**src/rtl/timer_pkg.sv**
```systemverilog
// Shared register map, bit positions and address helpers for the timer/compare unit.
package timer_pkg;

    localparam logic [11:0] ADDR_COUNT  = 12'h000;
    localparam logic [11:0] ADDR_CTRL   = 12'h004;
    localparam logic [11:0] ADDR_STATUS = 12'h008;
    localparam logic [11:0] ADDR_IRQ_EN = 12'h00C;
    localparam logic [11:0] CH_BASE     = 12'h100;
    localparam logic [11:0] CH_STRIDE   = 12'h010;

    localparam logic [3:0] CH_COMPARE = 4'h0;
    localparam logic [3:0] CH_PERIOD  = 4'h4;
    localparam logic [3:0] CH_CTRL    = 4'h8;

    localparam int RUN_BIT = 0;
    localparam int PRE_LSB = 8;
    localparam int OVF_BIT = 31;
    localparam int EN_BIT  = 0;
    localparam int PER_BIT = 1;

    typedef enum logic [1:0] {
        CH_REG_COMPARE,
        CH_REG_PERIOD,
        CH_REG_CTRL,
        CH_REG_NONE
    } ch_reg_e;

    // Offset within one channel's 16-byte window; offset 0xC is a hole.
    function automatic ch_reg_e ch_reg_decode(input logic [3:0] offset);
        case (offset)
            CH_COMPARE: return CH_REG_COMPARE;
            CH_PERIOD:  return CH_REG_PERIOD;
            CH_CTRL:    return CH_REG_CTRL;
            default:    return CH_REG_NONE;
        endcase
    endfunction

endpackage

```
**src/rtl/compare_channel.sv**
```systemverilog
// One compare channel: COMPARE/PERIOD/CHCTRL registers, match detect, reload or
// auto-disable, and the registered one-cycle match pulse.
module compare_channel
    import timer_pkg::*;
#(
    parameter int WIDTH = 32
) (
    input  logic             clk,
    input  logic             reset,
    input  logic             tick,
    input  logic [WIDTH-1:0] count_next,
    input  logic             wr_compare,
    input  logic             wr_period,
    input  logic             wr_ctrl,
    input  logic [WIDTH-1:0] wr_data,
    output logic             hit,
    output logic             match_pulse,
    output logic [WIDTH-1:0] compare,
    output logic [WIDTH-1:0] period,
    output logic             enable,
    output logic             periodic
);

    // Compared against the value COUNT is about to take, so the match lands on
    // the same edge that makes COUNT equal to COMPARE.
    assign hit = tick && enable && (count_next == compare);

    always_ff @(posedge clk) begin
        if (reset) begin
            compare <= '1;
        end else if (wr_compare) begin
            compare <= wr_data;
        end else if (hit && periodic) begin
            compare <= compare + period;
        end
    end

    always_ff @(posedge clk) begin
        if (reset) begin
            period <= '0;
        end else if (wr_period) begin
            period <= wr_data;
        end
    end

    // A software write to CHCTRL overrides the one-shot auto-clear.
    always_ff @(posedge clk) begin
        if (reset) begin
            enable   <= 1'b0;
            periodic <= 1'b0;
        end else if (wr_ctrl) begin
            enable   <= wr_data[EN_BIT];
            periodic <= wr_data[PER_BIT];
        end else if (hit && !periodic) begin
            enable   <= 1'b0;
        end
    end

    always_ff @(posedge clk) begin
        if (reset) begin
            match_pulse <= 1'b0;
        end else begin
            match_pulse <= hit;
        end
    end

endmodule

```
**src/rtl/timer_compare_unit.sv**
```systemverilog
// Bus-mapped free-running timer with prescaler, overflow flag and NUM_CH compare
// channels feeding a sticky W1C status register and a masked interrupt line.
module timer_compare_unit
    import timer_pkg::*;
#(
    parameter int WIDTH  = 32,
    parameter int NUM_CH = 4,
    parameter int PRE_W  = 8
) (
    input  logic              clk,
    input  logic              reset,
    input  logic              CS_N,
    input  logic              WR_N,
    input  logic [11:0]       Addr,
    input  logic [31:0]       DataIn,
    output logic [31:0]       DataOut,
    output logic [NUM_CH-1:0] match_pulse,
    output logic              IRQ
);

    logic [11:0]      addr_w;
    logic             wr_en;
    logic             rd_en;
    logic             ch_region;
    logic [3:0]       ch_idx;
    ch_reg_e          ch_reg;
    logic             count_wr;
    logic             ctrl_wr;
    logic             status_wr;
    logic             irq_en_wr;
    logic             addr_unused;

    logic             run;
    logic [PRE_W-1:0] prescale;
    logic [PRE_W-1:0] pre_cnt;
    logic [WIDTH-1:0] count;
    logic [WIDTH-1:0] count_next;
    logic             tick;
    logic             ovf_set;

    logic [NUM_CH-1:0] status_match;
    logic              status_ovf;
    logic [NUM_CH-1:0] irq_en_match;
    logic              irq_en_ovf;
    logic [NUM_CH-1:0] w1c_match;
    logic              w1c_ovf;

    logic [NUM_CH-1:0] ch_hit;
    logic [WIDTH-1:0]  ch_compare  [NUM_CH];
    logic [WIDTH-1:0]  ch_period   [NUM_CH];
    logic              ch_enable   [NUM_CH];
    logic              ch_periodic [NUM_CH];

    logic [31:0]       rdata;

    assign addr_w      = {Addr[11:2], 2'b00};
    assign addr_unused = ^Addr[1:0];
    assign wr_en       = !CS_N && !WR_N;
    assign rd_en       = !CS_N && WR_N;
    assign ch_region   = (addr_w[11:8] == CH_BASE[11:8]);
    assign ch_idx      = addr_w[7:4];
    assign ch_reg      = ch_reg_decode(addr_w[3:0]);
    assign count_wr    = wr_en && (addr_w == ADDR_COUNT);
    assign ctrl_wr     = wr_en && (addr_w == ADDR_CTRL);
    assign status_wr   = wr_en && (addr_w == ADDR_STATUS);
    assign irq_en_wr   = wr_en && (addr_w == ADDR_IRQ_EN);

    // A COUNT write suppresses the tick, so no increment or match that cycle.
    assign tick       = run && (pre_cnt == prescale) && !count_wr;
    assign count_next = count + WIDTH'(1);
    assign ovf_set    = tick && (count == '1);

    always_ff @(posedge clk) begin
        if (reset) begin
            run      <= 1'b0;
            prescale <= '0;
        end else if (ctrl_wr) begin
            run      <= DataIn[RUN_BIT];
            prescale <= DataIn[PRE_LSB +: PRE_W];
        end
    end

    always_ff @(posedge clk) begin
        if (reset || count_wr) begin
            pre_cnt <= '0;
        end else if (run) begin
            pre_cnt <= (pre_cnt == prescale) ? '0 : pre_cnt + PRE_W'(1);
        end
    end

    always_ff @(posedge clk) begin
        if (reset) begin
            count <= '0;
        end else if (count_wr) begin
            count <= DataIn[WIDTH-1:0];
        end else if (tick) begin
            count <= count_next;
        end
    end

    // Hardware set is OR-ed in after the W1C clear so a same-edge event survives.
    assign w1c_match = status_wr ? DataIn[NUM_CH-1:0] : '0;
    assign w1c_ovf   = status_wr && DataIn[OVF_BIT];

    always_ff @(posedge clk) begin
        if (reset) begin
            status_match <= '0;
            status_ovf   <= 1'b0;
        end else begin
            status_match <= (status_match & ~w1c_match) | ch_hit;
            status_ovf   <= (status_ovf & ~w1c_ovf) | ovf_set;
        end
    end

    always_ff @(posedge clk) begin
        if (reset) begin
            irq_en_match <= '0;
            irq_en_ovf   <= 1'b0;
        end else if (irq_en_wr) begin
            irq_en_match <= DataIn[NUM_CH-1:0];
            irq_en_ovf   <= DataIn[OVF_BIT];
        end
    end

    assign IRQ = (|(status_match & irq_en_match)) || (status_ovf && irq_en_ovf);

    for (genvar i = 0; i < NUM_CH; i++) begin : g_ch
        logic sel;
        assign sel = wr_en && ch_region && (ch_idx == 4'(i));

        compare_channel #(
            .WIDTH(WIDTH)
        ) u_ch (
            .clk        (clk),
            .reset      (reset),
            .tick       (tick),
            .count_next (count_next),
            .wr_compare (sel && (ch_reg == CH_REG_COMPARE)),
            .wr_period  (sel && (ch_reg == CH_REG_PERIOD)),
            .wr_ctrl    (sel && (ch_reg == CH_REG_CTRL)),
            .wr_data    (DataIn[WIDTH-1:0]),
            .hit        (ch_hit[i]),
            .match_pulse(match_pulse[i]),
            .compare    (ch_compare[i]),
            .period     (ch_period[i]),
            .enable     (ch_enable[i]),
            .periodic   (ch_periodic[i])
        );
    end

    always_comb begin
        rdata = '0;
        case (addr_w)
            ADDR_COUNT: rdata = 32'(count);
            ADDR_CTRL: begin
                rdata[RUN_BIT]           = run;
                rdata[PRE_LSB +: PRE_W]  = prescale;
            end
            ADDR_STATUS: begin
                rdata[NUM_CH-1:0] = status_match;
                rdata[OVF_BIT]    = status_ovf;
            end
            ADDR_IRQ_EN: begin
                rdata[NUM_CH-1:0] = irq_en_match;
                rdata[OVF_BIT]    = irq_en_ovf;
            end
            default: begin
                if (ch_region) begin
                    for (int i = 0; i < NUM_CH; i++) begin
                        if (ch_idx == 4'(i)) begin
                            case (ch_reg)
                                CH_REG_COMPARE: rdata = 32'(ch_compare[i]);
                                CH_REG_PERIOD:  rdata = 32'(ch_period[i]);
                                CH_REG_CTRL: begin
                                    rdata[EN_BIT]  = ch_enable[i];
                                    rdata[PER_BIT] = ch_periodic[i];
                                end
                                default: rdata = '0;
                            endcase
                        end
                    end
                end
            end
        endcase
    end

    always_ff @(posedge clk) begin
        if (reset) begin
            DataOut <= '0;
        end else if (rd_en) begin
            DataOut <= rdata;
        end
    end

endmodule

```
**config.mk**
```make
export PLATFORM = sky130hd
export DESIGN_NAME = timer_compare_unit
export DESIGN_NICKNAME = d
export VERILOG_FILES = /design/src/rtl/timer_pkg.sv /design/src/rtl/compare_channel.sv /design/src/rtl/timer_compare_unit.sv
export SDC_FILE = /design/constraint.sdc
export NUM_CORES = 1
export LEC_CHECK = 0
export BUFFER_PORTS_ARGS = -buffer_cell sky130_fd_sc_hd__buf_2
export CAP_MARGIN = 15
export CORE_MARGIN = 2
export CORE_UTILIZATION = 35
export CTS_CLUSTER_SIZE = 30
export DETAILED_ROUTE_END_ITERATION = 10
export HOLD_SLACK_MARGIN = 0.15
export PLACE_DENSITY = 0.49
export SLEW_MARGIN = 20
export SYNTH_ARGS = -nofsm -noshare
export SYNTH_HDL_FRONTEND = slang
export SYNTH_SLANG_ARGS = --single-unit
```
**constraint.sdc**
```tcl
create_clock -name clk -period 5.25 [get_ports clk]
set_clock_uncertainty 0.15 [all_clocks]
set_input_delay 0.2625 -clock clk [delete_from_list [all_inputs] [get_ports clk]]
set_output_delay 0.2625 -clock clk [all_outputs]
set_load 0.03 [all_outputs]
```
==> impl_metrics.ini <==
[run_status]
outcome = complete, no violations

[timing]
worstMarginPinSlew_ns = 1.07
fin_crit_ns = 5.03
fmax_mhz = 199
fin_tns_setup_ns = 0
finalHoldViolCount = 0
rsz0062_at_grt = false
final-setup-viol-count = 0
slew_viol_final = 0
slew-limit-headroom_pct = 28.8
finalCritPeriodShare_pct = 95.9

[synth]
async_flop_share_pct = 0
synth_edf_count = 0
ys_ff_latch = 359
synth_top_cell_by_area = dfxtp_1
synthAdderAreaFrac_pct = 6.29
yosys.cell_types.count = 87
synth_top_family_by_area = compound AO/OA/AOI/OAI gates
synthesis.nets = 3621
ys_warn_count = 0
ys.flop_type = dfxtp_1
synth_area_leaders = dfxtp_1 (27%), a21oi_1 (6.9%), nand2_1 (6.9%)
synth_top_area_share_pct = 27.3
yosysSeqAreaShare_pct = 27.3
synth_cells = 3443
synth-compound-area-share_pct = 23.0
synthXorXnorAreaFrac_pct = 10.7
synthesis.area_um2 = 26300
synthSimpleGateAreaFrac_pct = 21.0
synth.avg_cell_area_um2 = 7.65
synthMuxAreaShare_pct = 7.11

[global_routing]
grt-ovfl-total = 0
antenna_found_initial = 2
grt_usage_pct = 29.8
first_global_vias = 24400
grt_max_degree = 90
grt_pass1_wl_um = 172000

[clocking]
cts_tree = yes
hold_buffers = 43
clk_path_buf_depth = 3
clockRootBuffer = clkbuf_16
clkSinkCount = 359
numCtsBuffers = 46
clk_pin_slew_worst_paths_ns = 0.07
cts_resized = 0
htreeDepth = 2
post-cts-setup-buffers = 0
clock_latency_ns = 0.63

[pwr]
finalPower_w = 0.00652
irDropWorstVdd_uv = 217
p_int_w = 0.00477
switchingPower_w = 0.00175
leakage_nw = 12.2
combPwrFrac_pct = 7.2
clkPwrFrac_pct = 50.6
powerDensity_nw_per_um2 = 217
p_sw_share_pct = 26.8
p_seq_share_pct = 42.2

[critical_path]
cp.required_ns = 5.57
path_cells = and3_1 -> nand3_1 -> o31ai_1 -> o32ai_1 -> or3_1 -> nor4_1 -> nand3_1 -> or4b_2 -> or3_1 -> o211ai_1 -> a21oi_1
critPathMaxStageDelay_ns = 0.67
crit_type = flop to flop
arrival_ns = 5.35
worstPathMaxFanout = 12
reg2reg_from = count[4]
crit_slowest_cell = or4b_2
critical_path.startpoint_type = flop
cp-end-kind = flop
critPathLaunch = count[4]

[floorplanning]
pin_count = 85
rows = 100
die_h_um = 278
die_w_um = 278
core_um2 = 74400
initial_core_util_pct = 35.4
die-area_um2 = 77500

[detailed_routing]
dr.pass1.iters = 6
remaining_drc_errors = 0
vias_per_cell = 5.84
routed_wl_um = 118000
vias = 26300
drtAntennaViolNets = 0
routedWlPerCell_um = 26.2
first_iter_violations = 2639

[placement]
port_buffers = 82
dpl.hpwl_um = 89800
place_inst = 4373
place_area_um2 = 28000
place_congestion = 0.999

[cells_and_area]
instances_no_fill = 4500
final_common_cell = nand2_1
area_growth_pct = 13.9
nets = 3673
final_core_util_pct = 40.3
diodes = 0
final_cell_mix = nand2_1 (483), a21oi_1 (364), dfxtp_1 (359)
drive_gt1_share_pct = 9.57
fin_area_um2 = 30000
num-fill-cells = 7658

[job]
cap_viol_max_count = 0

[hold_path]
min_from = Addr[5]
hold_class = input port to flop
[cell type report]
class	instances	area, um^2	share of cell area [%]
multi-input cells	2767	18000	59.9
clock buffers	65	1350	4.51
flip-flops and latches	359	7190	24.0
well taps	969	1210	4.04
repair buffers	250	1820	6.08
clock inverters	19	188	0.626
inverters	71	268	0.893
[state kept, by name, summed over array words and instances (netlist names)]
register / cells
status_match: 4
pre_cnt: 8
g_ch.u_ch.enable: 4
prescale: 8
DataOut: 32
g_ch.u_ch.periodic: 4
irq_en_match: 4
g_ch.u_ch.match_pulse: 4
run: 1
status_ovf: 1
g_ch.u_ch.compare: 128
irq_en_ovf: 1
count: 32
g_ch.u_ch.period: 128
[synthesized netlist by cell type (61+ instances only)]
cell type	number
nor3_1	84
dfxtp_1	359
a21oi_1	364
nand2_1	485
xor2_1	108
o21ai_0	145
mux2i_1	169
nor2_1	313
clkbuf_1	210
a21o_1	61
ha_1	126
nand3_1	68
inv_1	70
a211oi_1	70
xnor2_1	158
[per-layer routing]
layer	global-route usage (%)	vias to the layer above	routed length, um
met1	40.7	12500	52300
li1	-	12500	-
met5	0	-	9
met4	12.3	2	5620
met3	3.70	221	7800
met2	47.5	1033	52400
[power by group through the flow]
stage	logic, W	registers (W)	clock network, W
4_1_cts	0.000463	0.00275	0.00335
2_1_floorplan	0.000215	0.00284	0
3_3_place_gp	0.000438	0.00281	0
3_5_place_dp	0.000437	0.00281	0
6_report	0.000467	0.00275	0.00330
5_1_grt	0.000484	0.00275	0.00346
[worst paths after layout]
check | endpoint | slack, ns | cells past startpoint
setup / recovery | g_ch[3].u_ch.enable | 0.22 | 11
hold / removal | g_ch[2].u_ch.enable | 0.20 | 5
setup reg to reg | g_ch[3].u_ch.enable | 0.22 | 11
hold reg to reg | g_ch[1].u_ch.period[9] | 0.33 | 2
[stage by stage]
| step | hold WS (ns) | worst slack (ns) |
|---|---|---|
| 3_5_place_dp | 0.321 | 0.418 |
| 3_3_place_gp | 0.317 | 0.440 |
| 2_1_floorplan | 0.248 | 0.622 |
| 4_1_cts | 0.165 | 0.352 |
| 6_report | 0.205 | 0.215 |
| 5_1_grt | 0.236 | 0.0332 |
[worst max-delay path, delay by kind of cell, from the launching register on]
kind               cells  cell delay [ns]
AOI/OAI and AO/OA      4             1.16
DFF                    1             0.60
and+or+nand+nor        7             2.95
[kinds of logic after synthesis]
logic type | Yosys count
buffers and inverters | 317
AOI/OAI and AO/OA | 962
DFF | 359
xor gates and xnor gates | 287
muxes | 182
adders and majority gates | 130
and+or+nand+nor | 1206
Power figures use the tool's default switching activity.
